### config.mk
export PLATFORM = sky130hd
export DESIGN_NAME = dual_issue_decoder_flat
export DESIGN_NICKNAME = d
export VERILOG_FILES = /design/src/rtl/decoder_pkg.sv /design/src/rtl/dual_issue_decoder_if.sv /design/src/rtl/decode_slot.sv /design/src/rtl/dual_issue_decoder.sv /design/src/flat_wrapper.sv
export SDC_FILE = /design/constraint.sdc
export NUM_CORES = 1
export LEC_CHECK = 0
export CELL_PAD_IN_SITES_DETAIL_PLACEMENT = 1
export CELL_PAD_IN_SITES_GLOBAL_PLACEMENT = 1
export CORE_AREA = 2 2 193 195
export DETAILED_ROUTE_END_ITERATION = 16
export DIE_AREA = 0 0 195 197
export PLACE_DENSITY = 0.63
export RECOVER_POWER = 100
export SKIP_LAST_GASP = 1
export SYNTH_ARGS = -nofsm -noshare
export SYNTH_HDL_FRONTEND = slang
export SYNTH_SLANG_ARGS = --single-unit
### constraint.sdc
create_clock -name clk -period 4.5 [get_ports clk]
set_input_delay 0.45 -clock clk [delete_from_list [all_inputs] [get_ports clk]]
set_output_delay 0.45 -clock clk [all_outputs]
set_load 0.02 [all_outputs]
### src/rtl/decoder_pkg.sv
// decoder_pkg: shared constants and types for the dual-issue RV32I decode stage.
// Holds the RV32I opcodes we accept, functional-unit codes, the ALU opcode used
// for address/upper-immediate arithmetic, and the 83-bit decoded-word layout,
// given both as a packed struct and as bit offsets.
package decoder_pkg;

    localparam int DEC_W = 83;

    localparam logic [6:0] OPC_OP    = 7'b0110011;
    localparam logic [6:0] OPC_OPIMM = 7'b0010011;
    localparam logic [6:0] OPC_LUI   = 7'b0110111;
    localparam logic [6:0] OPC_AUIPC = 7'b0010111;
    localparam logic [6:0] OPC_LOAD  = 7'b0000011;

    localparam logic [6:0] F7_BASE = 7'h00;
    localparam logic [6:0] F7_ALT  = 7'h20;

    localparam logic [3:0] ALU_ADD = 4'b0000;

    typedef enum logic [1:0] {
        FU_ALU = 2'd0,
        FU_MEM = 2'd1
    } fu_e;

    localparam int OFF_OPS_READY = 0;
    localparam int OFF_OP2       = 1;
    localparam int OFF_OP1       = 33;
    localparam int OFF_RD        = 65;
    localparam int OFF_FUNCT3    = 70;
    localparam int OFF_MEM_WE    = 73;
    localparam int OFF_MEM_RE    = 74;
    localparam int OFF_REG_WE    = 75;
    localparam int OFF_ALU_OP    = 76;
    localparam int OFF_FU        = 80;
    localparam int OFF_VALID     = 82;

    // Field order is MSB first and matches the offsets above.
    typedef struct packed {
        logic        valid;
        fu_e         fu;
        logic [3:0]  alu_op;
        logic        reg_we;
        logic        mem_re;
        logic        mem_we;
        logic [2:0]  funct3;
        logic [4:0]  rd;
        logic [31:0] op1;
        logic [31:0] op2;
        logic        ops_ready;
    } decoded_t;

endpackage

### src/rtl/dual_issue_decoder_if.sv
// dual_issue_decoder_if: bundles every non-clock signal of the dual-issue decoder.
//  inputs : instA/B, pcA/B, forwarding, forwarding_addr, s1A/s2A/s1B/s2B,
//           rs1A_valid..rs2B_valid
//  outputs: decoded_instA/B (registered), error_A/B (registered),
//           map_en_A/B, rs1A/rs2A/rs1B/rs2B, rdA/rdB (combinational)
// slave is the decoder side, master is the fetch/regfile/dispatch side.
interface dual_issue_decoder_if;

    logic [31:0] instA, instB;
    logic [31:0] pcA, pcB;
    logic [31:0] forwarding;
    logic [4:0]  forwarding_addr;
    logic [31:0] s1A, s2A, s1B, s2B;
    logic        rs1A_valid, rs2A_valid, rs1B_valid, rs2B_valid;

    logic [decoder_pkg::DEC_W-1:0] decoded_instA, decoded_instB;
    logic        map_en_A, map_en_B;
    logic [4:0]  rs1A, rs2A, rs1B, rs2B;
    logic [4:0]  rdA, rdB;
    logic        error_A, error_B;

    modport slave (
        input  instA, instB, pcA, pcB, forwarding, forwarding_addr,
               s1A, s2A, s1B, s2B, rs1A_valid, rs2A_valid, rs1B_valid, rs2B_valid,
        output decoded_instA, decoded_instB, map_en_A, map_en_B,
               rs1A, rs2A, rs1B, rs2B, rdA, rdB, error_A, error_B
    );

    modport master (
        output instA, instB, pcA, pcB, forwarding, forwarding_addr,
               s1A, s2A, s1B, s2B, rs1A_valid, rs2A_valid, rs1B_valid, rs2B_valid,
        input  decoded_instA, decoded_instB, map_en_A, map_en_B,
               rs1A, rs2A, rs1B, rs2B, rdA, rdB, error_A, error_B
    );

endinterface

### src/rtl/decode_slot.sv
// decode_slot: purely combinational decode of one RV32I instruction plus operand
// source selection (regfile, writeback bypass, immediate or PC).
// Configuration macro: DECODER_FORWARD_EN enables the writeback forwarding bypass;
// when undefined forwarding_i/forwarding_addr_i are ignored.
//  inst_i, pc_i            instruction and its PC
//  s1_i, s2_i              regfile read data, rs*_valid_i marks them up to date
//  forwarding_i/_addr_i    writeback bus and its destination register
//  rs1_block_i/rs2_block_i force the operand not ready (intra-pair hazard)
//  word_o                  decoded word (all zero when illegal)
//  error_o, map_en_o       illegal flag, rename allocate
//  rs1_o, rs2_o, rd_o      raw register fields
module decode_slot
    import decoder_pkg::*;
(
    input  logic [31:0] inst_i,
    input  logic [31:0] pc_i,
    input  logic [31:0] s1_i,
    input  logic [31:0] s2_i,
    input  logic        rs1_valid_i,
    input  logic        rs2_valid_i,
    input  logic [31:0] forwarding_i,
    input  logic [4:0]  forwarding_addr_i,
    input  logic        rs1_block_i,
    input  logic        rs2_block_i,
    output decoded_t    word_o,
    output logic        error_o,
    output logic        map_en_o,
    output logic [4:0]  rs1_o,
    output logic [4:0]  rs2_o,
    output logic [4:0]  rd_o
);

    logic [6:0]  opcode;
    logic [2:0]  funct3;
    logic [6:0]  funct7;
    logic [31:0] immI;
    logic [31:0] immU;
    logic        fwdHit1, fwdHit2;
    logic [32:0] src1, src2;
    logic        legal, usesRs1, usesRs2, isLoad;
    logic [3:0]  aluOp;
    logic [31:0] op1, op2;

    assign opcode = inst_i[6:0];
    assign funct3 = inst_i[14:12];
    assign funct7 = inst_i[31:25];
    assign rd_o   = inst_i[11:7];
    assign rs1_o  = inst_i[19:15];
    assign rs2_o  = inst_i[24:20];
    assign immI   = {{20{inst_i[31]}}, inst_i[31:20]};
    assign immU   = {inst_i[31:12], 12'b0};

`ifdef DECODER_FORWARD_EN
    assign fwdHit1 = (forwarding_addr_i == rs1_o);
    assign fwdHit2 = (forwarding_addr_i == rs2_o);
`else
    logic unused_fwdAddr;
    assign unused_fwdAddr = ^forwarding_addr_i;
    assign fwdHit1 = 1'b0;
    assign fwdHit2 = 1'b0;
`endif

    // Returns {ready, value}. x0 always wins, then a hazard block, then the
    // regfile, then the bypass bus.
    function automatic logic [32:0] selectSrc(
        input logic [4:0]  rs,
        input logic        rsValid,
        input logic [31:0] regData,
        input logic        blocked,
        input logic        fwdHit,
        input logic [31:0] fwdData
    );
        if (rs == 5'd0)   return {1'b1, 32'd0};
        else if (blocked) return {1'b0, 32'd0};
        else if (rsValid) return {1'b1, regData};
        else if (fwdHit)  return {1'b1, fwdData};
        else              return {1'b0, 32'd0};
    endfunction

    assign src1 = selectSrc(rs1_o, rs1_valid_i, s1_i, rs1_block_i, fwdHit1, forwarding_i);
    assign src2 = selectSrc(rs2_o, rs2_valid_i, s2_i, rs2_block_i, fwdHit2, forwarding_i);

    // Opcode decode: legality, operand sources and ALU opcode. funct7[5]
    // only reaches alu_op for SUB/SRA and SRAI.
    always_comb begin
        legal   = 1'b0;
        usesRs1 = 1'b0;
        usesRs2 = 1'b0;
        isLoad  = 1'b0;
        aluOp   = ALU_ADD;
        op1     = 32'd0;
        op2     = 32'd0;
        case (opcode)
            OPC_OP: begin
                legal   = (funct7 == F7_BASE) ||
                          ((funct7 == F7_ALT) && ((funct3 == 3'd0) || (funct3 == 3'd5)));
                usesRs1 = 1'b1;
                usesRs2 = 1'b1;
                aluOp   = {funct7[5], funct3};
                op1     = src1[31:0];
                op2     = src2[31:0];
            end
            OPC_OPIMM: begin
                case (funct3)
                    3'd1:    legal = (funct7 == F7_BASE);
                    3'd5:    legal = (funct7 == F7_BASE) || (funct7 == F7_ALT);
                    default: legal = 1'b1;
                endcase
                usesRs1 = 1'b1;
                aluOp   = {(funct3 == 3'd5) && funct7[5], funct3};
                op1     = src1[31:0];
                op2     = immI;
            end
            OPC_LUI: begin
                legal = 1'b1;
                op2   = immU;
            end
            OPC_AUIPC: begin
                legal = 1'b1;
                op1   = pc_i;
                op2   = immU;
            end
            OPC_LOAD: begin
                legal   = (funct3 != 3'd3) && (funct3 != 3'd6) && (funct3 != 3'd7);
                usesRs1 = 1'b1;
                isLoad  = 1'b1;
                op1     = src1[31:0];
                op2     = immI;
            end
            default: ;
        endcase
    end

    assign map_en_o = legal && (rd_o != 5'd0);
    assign error_o  = !legal;

    // Illegal instructions leave the whole word zero so dispatch sees valid=0.
    always_comb begin
        word_o = '0;
        if (legal) begin
            word_o.valid     = 1'b1;
            word_o.fu        = isLoad ? FU_MEM : FU_ALU;
            word_o.alu_op    = aluOp;
            word_o.reg_we    = map_en_o;
            word_o.mem_re    = isLoad;
            word_o.mem_we    = 1'b0;
            word_o.funct3    = funct3;
            word_o.rd        = rd_o;
            word_o.op1       = op1;
            word_o.op2       = op2;
            word_o.ops_ready = (!usesRs1 || src1[32]) && (!usesRs2 || src2[32]);
        end
    end

endmodule

### src/rtl/dual_issue_decoder.sv
// dual_issue_decoder: two-slot (A older, B younger) RV32I decode stage.
// Configuration macro: DECODER_FORWARD_EN (forwarding bypass, see decode_slot).
//  clk  rising-edge clock
//  rst  synchronous active-high reset of the registered outputs
//  bus  dual_issue_decoder_if.slave: instructions, PCs, regfile data/valids and
//       the writeback bus in; registered decoded words/errors and combinational
//       register addresses/map enables out.
module dual_issue_decoder
    import decoder_pkg::*;
(
    input logic                 clk,
    input logic                 rst,
    dual_issue_decoder_if.slave bus
);

    decoded_t          decodedA_d, decodedB_d;
    logic              errorA_d, errorB_d;
    logic [DEC_W-1:0]  decodedA_q, decodedB_q;
    logic              errorA_q, errorB_q;
    logic              mapEnA, mapEnB;
    logic [4:0]        rs1A, rs2A, rs1B, rs2B, rdA, rdB;
    logic              hazB1, hazB2;

    decode_slot slotA (
        .inst_i            (bus.instA),
        .pc_i              (bus.pcA),
        .s1_i              (bus.s1A),
        .s2_i              (bus.s2A),
        .rs1_valid_i       (bus.rs1A_valid),
        .rs2_valid_i       (bus.rs2A_valid),
        .forwarding_i      (bus.forwarding),
        .forwarding_addr_i (bus.forwarding_addr),
        .rs1_block_i       (1'b0),
        .rs2_block_i       (1'b0),
        .word_o            (decodedA_d),
        .error_o           (errorA_d),
        .map_en_o          (mapEnA),
        .rs1_o             (rs1A),
        .rs2_o             (rs2A),
        .rd_o              (rdA)
    );

    // B cannot see A's result this cycle: any B source that A is about to
    // rename is not ready, no matter what the regfile or bypass says.
    assign hazB1 = mapEnA && (rs1B == rdA);
    assign hazB2 = mapEnA && (rs2B == rdA);

    decode_slot slotB (
        .inst_i            (bus.instB),
        .pc_i              (bus.pcB),
        .s1_i              (bus.s1B),
        .s2_i              (bus.s2B),
        .rs1_valid_i       (bus.rs1B_valid),
        .rs2_valid_i       (bus.rs2B_valid),
        .forwarding_i      (bus.forwarding),
        .forwarding_addr_i (bus.forwarding_addr),
        .rs1_block_i       (hazB1),
        .rs2_block_i       (hazB2),
        .word_o            (decodedB_d),
        .error_o           (errorB_d),
        .map_en_o          (mapEnB),
        .rs1_o             (rs1B),
        .rs2_o             (rs2B),
        .rd_o              (rdB)
    );

    // Output register: a pair presented while rst is high is dropped.
    always_ff @(posedge clk) begin
        if (rst) begin
            decodedA_q <= '0;
            decodedB_q <= '0;
            errorA_q   <= 1'b0;
            errorB_q   <= 1'b0;
        end else begin
            decodedA_q <= decodedA_d;
            decodedB_q <= decodedB_d;
            errorA_q   <= errorA_d;
            errorB_q   <= errorB_d;
        end
    end

    assign bus.decoded_instA = decodedA_q;
    assign bus.decoded_instB = decodedB_q;
    assign bus.error_A       = errorA_q;
    assign bus.error_B       = errorB_q;
    assign bus.map_en_A      = mapEnA;
    assign bus.map_en_B      = mapEnB;
    assign bus.rs1A          = rs1A;
    assign bus.rs2A          = rs2A;
    assign bus.rs1B          = rs1B;
    assign bus.rs2B          = rs2B;
    assign bus.rdA           = rdA;
    assign bus.rdB           = rdB;

endmodule

### src/flat_wrapper.sv
// flat-port wrapper written by rule: the top's interface ports become plain ports
module dual_issue_decoder_flat import decoder_pkg::*;
  (clk, rst, bus_instA, bus_instB, bus_pcA, bus_pcB, bus_forwarding, bus_forwarding_addr, bus_s1A, bus_s2A, bus_s1B, bus_s2B, bus_rs1A_valid, bus_rs2A_valid, bus_rs1B_valid, bus_rs2B_valid, bus_decoded_instA, bus_decoded_instB, bus_map_en_A, bus_map_en_B, bus_rs1A, bus_rs2A, bus_rs1B, bus_rs2B, bus_rdA, bus_rdB, bus_error_A, bus_error_B);
  dual_issue_decoder_if bus_i ();
  input logic clk;
  input logic rst;
  input wire logic [$bits(bus_i.instA)-1:0] bus_instA;
  input wire logic [$bits(bus_i.instB)-1:0] bus_instB;
  input wire logic [$bits(bus_i.pcA)-1:0] bus_pcA;
  input wire logic [$bits(bus_i.pcB)-1:0] bus_pcB;
  input wire logic [$bits(bus_i.forwarding)-1:0] bus_forwarding;
  input wire logic [$bits(bus_i.forwarding_addr)-1:0] bus_forwarding_addr;
  input wire logic [$bits(bus_i.s1A)-1:0] bus_s1A;
  input wire logic [$bits(bus_i.s2A)-1:0] bus_s2A;
  input wire logic [$bits(bus_i.s1B)-1:0] bus_s1B;
  input wire logic [$bits(bus_i.s2B)-1:0] bus_s2B;
  input wire logic [$bits(bus_i.rs1A_valid)-1:0] bus_rs1A_valid;
  input wire logic [$bits(bus_i.rs2A_valid)-1:0] bus_rs2A_valid;
  input wire logic [$bits(bus_i.rs1B_valid)-1:0] bus_rs1B_valid;
  input wire logic [$bits(bus_i.rs2B_valid)-1:0] bus_rs2B_valid;
  output wire logic [$bits(bus_i.decoded_instA)-1:0] bus_decoded_instA;
  output wire logic [$bits(bus_i.decoded_instB)-1:0] bus_decoded_instB;
  output wire logic [$bits(bus_i.map_en_A)-1:0] bus_map_en_A;
  output wire logic [$bits(bus_i.map_en_B)-1:0] bus_map_en_B;
  output wire logic [$bits(bus_i.rs1A)-1:0] bus_rs1A;
  output wire logic [$bits(bus_i.rs2A)-1:0] bus_rs2A;
  output wire logic [$bits(bus_i.rs1B)-1:0] bus_rs1B;
  output wire logic [$bits(bus_i.rs2B)-1:0] bus_rs2B;
  output wire logic [$bits(bus_i.rdA)-1:0] bus_rdA;
  output wire logic [$bits(bus_i.rdB)-1:0] bus_rdB;
  output wire logic [$bits(bus_i.error_A)-1:0] bus_error_A;
  output wire logic [$bits(bus_i.error_B)-1:0] bus_error_B;
  assign bus_i.instA = bus_instA;
  assign bus_i.instB = bus_instB;
  assign bus_i.pcA = bus_pcA;
  assign bus_i.pcB = bus_pcB;
  assign bus_i.forwarding = bus_forwarding;
  assign bus_i.forwarding_addr = bus_forwarding_addr;
  assign bus_i.s1A = bus_s1A;
  assign bus_i.s2A = bus_s2A;
  assign bus_i.s1B = bus_s1B;
  assign bus_i.s2B = bus_s2B;
  assign bus_i.rs1A_valid = bus_rs1A_valid;
  assign bus_i.rs2A_valid = bus_rs2A_valid;
  assign bus_i.rs1B_valid = bus_rs1B_valid;
  assign bus_i.rs2B_valid = bus_rs2B_valid;
  assign bus_decoded_instA = bus_i.decoded_instA;
  assign bus_decoded_instB = bus_i.decoded_instB;
  assign bus_map_en_A = bus_i.map_en_A;
  assign bus_map_en_B = bus_i.map_en_B;
  assign bus_rs1A = bus_i.rs1A;
  assign bus_rs2A = bus_i.rs2A;
  assign bus_rs1B = bus_i.rs1B;
  assign bus_rs2B = bus_i.rs2B;
  assign bus_rdA = bus_i.rdA;
  assign bus_rdB = bus_i.rdB;
  assign bus_error_A = bus_i.error_A;
  assign bus_error_B = bus_i.error_B;
  dual_issue_decoder u_core (.clk(clk), .rst(rst), .bus(bus_i));
endmodule
==> run summary, run 1 <==
For this block, the initial DRC count from the detailed router was 204. After detailed routing, the number of vias per cell comes to 4.304. Cells with a size suffix above 1 make up 5.698% of the layout. The number of buffer cells added on primary ports was 457; the worst-margin pin slew was 1.264 ns. STA classifies the critical path startpoint as an input port. The worst setup path is captured at an output port.

The die is 195 µm wide. For the sink count of the clock tree, the log shows 162. The kind of critical path is input port to output port. Via count of the first global-routing pass: 6875. For the pin count of the biggest net entering global routing, the log shows 49. After detailed routing, the number of remaining DRC violations is 0. In this run the worst hold path is classified as input port to flop. Walking the worst path, the cells encountered are clkdlybuf4s50_1, or4_1, o311a_1, nor3_1, nor2_1, nor2_1, clkdlybuf4s50_1. Overall via count from detail_route: 6546. The total setup buffers inserted after CTS was 0; the initial antenna violation count was 1. For the post-route core utilization, the log shows 31.89%.

Most common cell after layout, fill and taps aside: sky130_fd_sc_hd__clkdlybuf4s50_1. Synthesis handed over a netlist of 626 instances. The top cell types in the final layout, fill and taps aside, are sky130_fd_sc_hd__clkdlybuf4s50_1 (261), sky130_fd_sc_hd__dlygate4sd3_1 (196), sky130_fd_sc_hd__dfxtp_1 (162), sky130_fd_sc_hd__nor2_1 (79), sky130_fd_sc_hd__a22oi_1 (62). Main flop type after synthesis: sky130_fd_sc_hd__dfxtp_1.

The count of antenna diodes in the layout was 0. The worst-case IR drop observed on VDD is 0.2583 mV. Timing analysis after detailed placement gives a worst setup slack of 0.7313 ns. The upper clock frequency limit is 256.5 MHz, and the delay contributed by the slowest stage of the critical path is 0.65 ns. In the post-synthesis netlist, the biggest area contributors are sky130_fd_sc_hd__dfxtp_1 (52%), sky130_fd_sc_hd__a22oi_1 (7.4%), sky130_fd_sc_hd__nor2_1 (4.8%), sky130_fd_sc_hd__o2bb2ai_2 (4.8%), sky130_fd_sc_hd__buf_4 (4.3%). The number of warning messages in the yosys log was 0; the post-detailed-route wirelength per cell was 19.86 µm.

TritonCTS built the clock tree. After clock tree synthesis, the clock-pin slew on the worst setup and hold paths is 0.07 ns. STA puts the critical path data arrival time at 3.45 ns. Setup repair after global routing left no endpoint under its margin. The tools report the number of nets at the end of the flow as 1339. In this run the number of H-tree levels came out at 4.

The tools report the number of failing hold endpoints at the final stage as 0. The run finished with clean final reports. The average cell area after synthesis was 10.04 µm². In this run the worst path has a maximum fanout of 4.

TritonCTS buffer count: 17. The number of gates resized after CTS was 0. The finished cells cover 0.01156 mm².

The count of standard-cell rows was 70; the post-route worst setup slack was 0.6009 ns. From bottom edge to top edge, the die measures 197 µm. The synthesized design spends more area on one cell type than any other, namely sky130_fd_sc_hd__dfxtp_1. Of all flip-flops after synthesis, the portion carrying an async set or reset was 0%. Yosys mapped the design onto 51 distinct sky130hd cell types. The portion of synthesized cell area occupied by the leading cell type is 51.61%. Setup violations remaining at the end of the flow were counted as 0.

The first global-routing pass estimated 43550 µm of wire. The total global-route track usage is 15.21%, and the total of max-cap violations is 0. For this run the aggregate overflow at the end of global routing stands at 0. Relative to the synthesized area, the layout overhead comes to 84.03%. The initial cell density of the core came out at 17.33%. CTS placed an instance of sky130_fd_sc_hd__clkbuf_16 at the clock tree root. After routing, the total negative slack on setup checks comes to 0 ns. At the end of routability-driven placement, the weighted congestion stood at 0.7775. The mapped netlist covers 0.006284 mm².

The worst path uses 86.65% of the clock period. For this run, the detailed router's first-pass iteration total came to 5. For the finished layout, the period the worst path requires is 3.899 ns. The run gives 0.01112 mm² as the instance area after placement. The largest individual stage delay along the critical path comes from the cell sky130_fd_sc_hd__clkdlybuf4s50_1. In this run the count of I/O pins placed on the die edge is 499. The count of flip-flops with a built-in enable after synthesis is 0. The run gives 0 as the number of max-slew violations in the final report. After floorplanning, the core was sized to cover 0.03626 mm².

Hold repair after CTS inserted 0 buffers. The wire-length estimate of the detail-placed layout is 23430 µm. For the worst setup path, the data required time is 4.05 ns. The detail route stage leaves a number of antenna-violating nets equal to 0. After synthesis, flip-flops and latches occupy 51.61% of the total area.

The tools report the total length of routed wires as 30210 µm. Measured against its own limit, the worst slew margin works out to 15.70%. The total power per unit cell area works out to 288.7 mW/mm².

The die area is 0.03842 mm². After synthesis the netlist holds a flip-flop and latch count of 162. The logs give 2 for the maximum clock insertion buffer count and 4.625 nW for the leakage power figure.
==> critical path, delay by kind of cell <==
family	cells	cell delay, ns
buf+inv	2	1.12
compound gates	1	0.32
simple gates	4	1.56
==> layout make-up <==
cell class / count / area [µm²]
inverters: 4 / 20.02
fillers: 4187 / 24700
clock buffers: 17 / 425.4
multi-input cells: 382 / 2427
well taps: 468 / 585.6
repair buffers: 473 / 4692
clock inverters: 15 / 170.2
flip-flops and latches: 162 / 3243
==> final timing paths <==
kind / slack (ns) / to / cells after the start / from
worst max-delay path: 0.60 / bus_map_en_A / 7 / bus_instA[26]
worst min-delay path: 0.55 / u_core.bus.decoded_instB[55] / 3 / bus_pcB[22]
==> cells in the mapped netlist, types with 2 or more instances <==
cell / n
sky130_fd_sc_hd__nand4_1: 17
sky130_fd_sc_hd__dfxtp_1: 162
sky130_fd_sc_hd__a21oi_1: 5
sky130_fd_sc_hd__a22oi_1: 62
sky130_fd_sc_hd__o22ai_1: 2
sky130_fd_sc_hd__buf_6: 2
sky130_fd_sc_hd__buf_8: 2
sky130_fd_sc_hd__clkbuf_1: 33
sky130_fd_sc_hd__buf_4: 36
sky130_fd_sc_hd__o21ai_0: 6
sky130_fd_sc_hd__nand2_1: 41
sky130_fd_sc_hd__o211ai_1: 2
sky130_fd_sc_hd__a32o_1: 7
sky130_fd_sc_hd__xor2_1: 5
sky130_fd_sc_hd__and2_1: 19
sky130_fd_sc_hd__or3_1: 2
sky130_fd_sc_hd__and3_1: 13
sky130_fd_sc_hd__inv_1: 3
sky130_fd_sc_hd__nor2_1: 80
sky130_fd_sc_hd__o21a_1: 2
sky130_fd_sc_hd__nor3_1: 10
sky130_fd_sc_hd__nand3_1: 2
sky130_fd_sc_hd__buf_2: 8
sky130_fd_sc_hd__a22o_1: 20
sky130_fd_sc_hd__nor3b_1: 2
sky130_fd_sc_hd__a221oi_1: 19
sky130_fd_sc_hd__nor2b_1: 8
sky130_fd_sc_hd__or4_1: 7
sky130_fd_sc_hd__nor4_1: 3
sky130_fd_sc_hd__xnor2_1: 6
sky130_fd_sc_hd__o2bb2ai_2: 20
==> metal layers <==
layer / global-route usage, % / wire length [µm] / up-vias
li1: - / - / 3066
met2: 27.21 / 15390 / 292
met3: 5.818 / 2620 / 15
met1: 16.89 / 11840 / 3173
met5: 0 / 0 / -
met4: 3.902 / 359 / 0
==> where the power goes <==
| group | total [mW] | switching, mW | leakage, nW | internal, mW |
|---|---|---|---|---|
| logic | 0.383 | 0.139 | 3.03 | 0.244 |
| registers | 1.44 | 0.000704 | 1.31 | 1.44 |
| clock network | 1.52 | 0.685 | 0.288 | 0.834 |
==> cells by family after synthesis <==
logic type,share of synthesized area (%)
and+or+nand+nor,17.16
xor gates and xnor gates,1.533
other,0.05968
AOI/OAI and AO/OA,21.57
buffers and inverters,8.065
DFF,51.61
==> through the flow <==
stage | power (mW) | hold WS, ns | cells
floorplan | 1.565 | 0.5216 | 629
global placement | 1.861 | 0.9959 | 1489
detailed placement | 1.865 | 0.9938 | 1489
CTS | 3.409 | 0.5106 | 1521
global route | 3.472 | 0.5392 | 1521
finish | 3.339 | 0.5471 | 1521
==> sequential cells by signal (all words and copies together), names as in the netlist <==
register,count
u_core.bus.decoded_instA,80
u_core.bus.decoded_instB,80
u_core.bus.error_A,1
u_core.bus.error_B,1
Note: power is estimated with default switching activity, not from simulation.
==> run 2, diff against run 1 <==
GPL_ROUTABILITY_DRIVEN = 1   (was not set)
==> results of run 2 <==
Same layout as run 1: the final DEF is identical, and so are final timing and power.
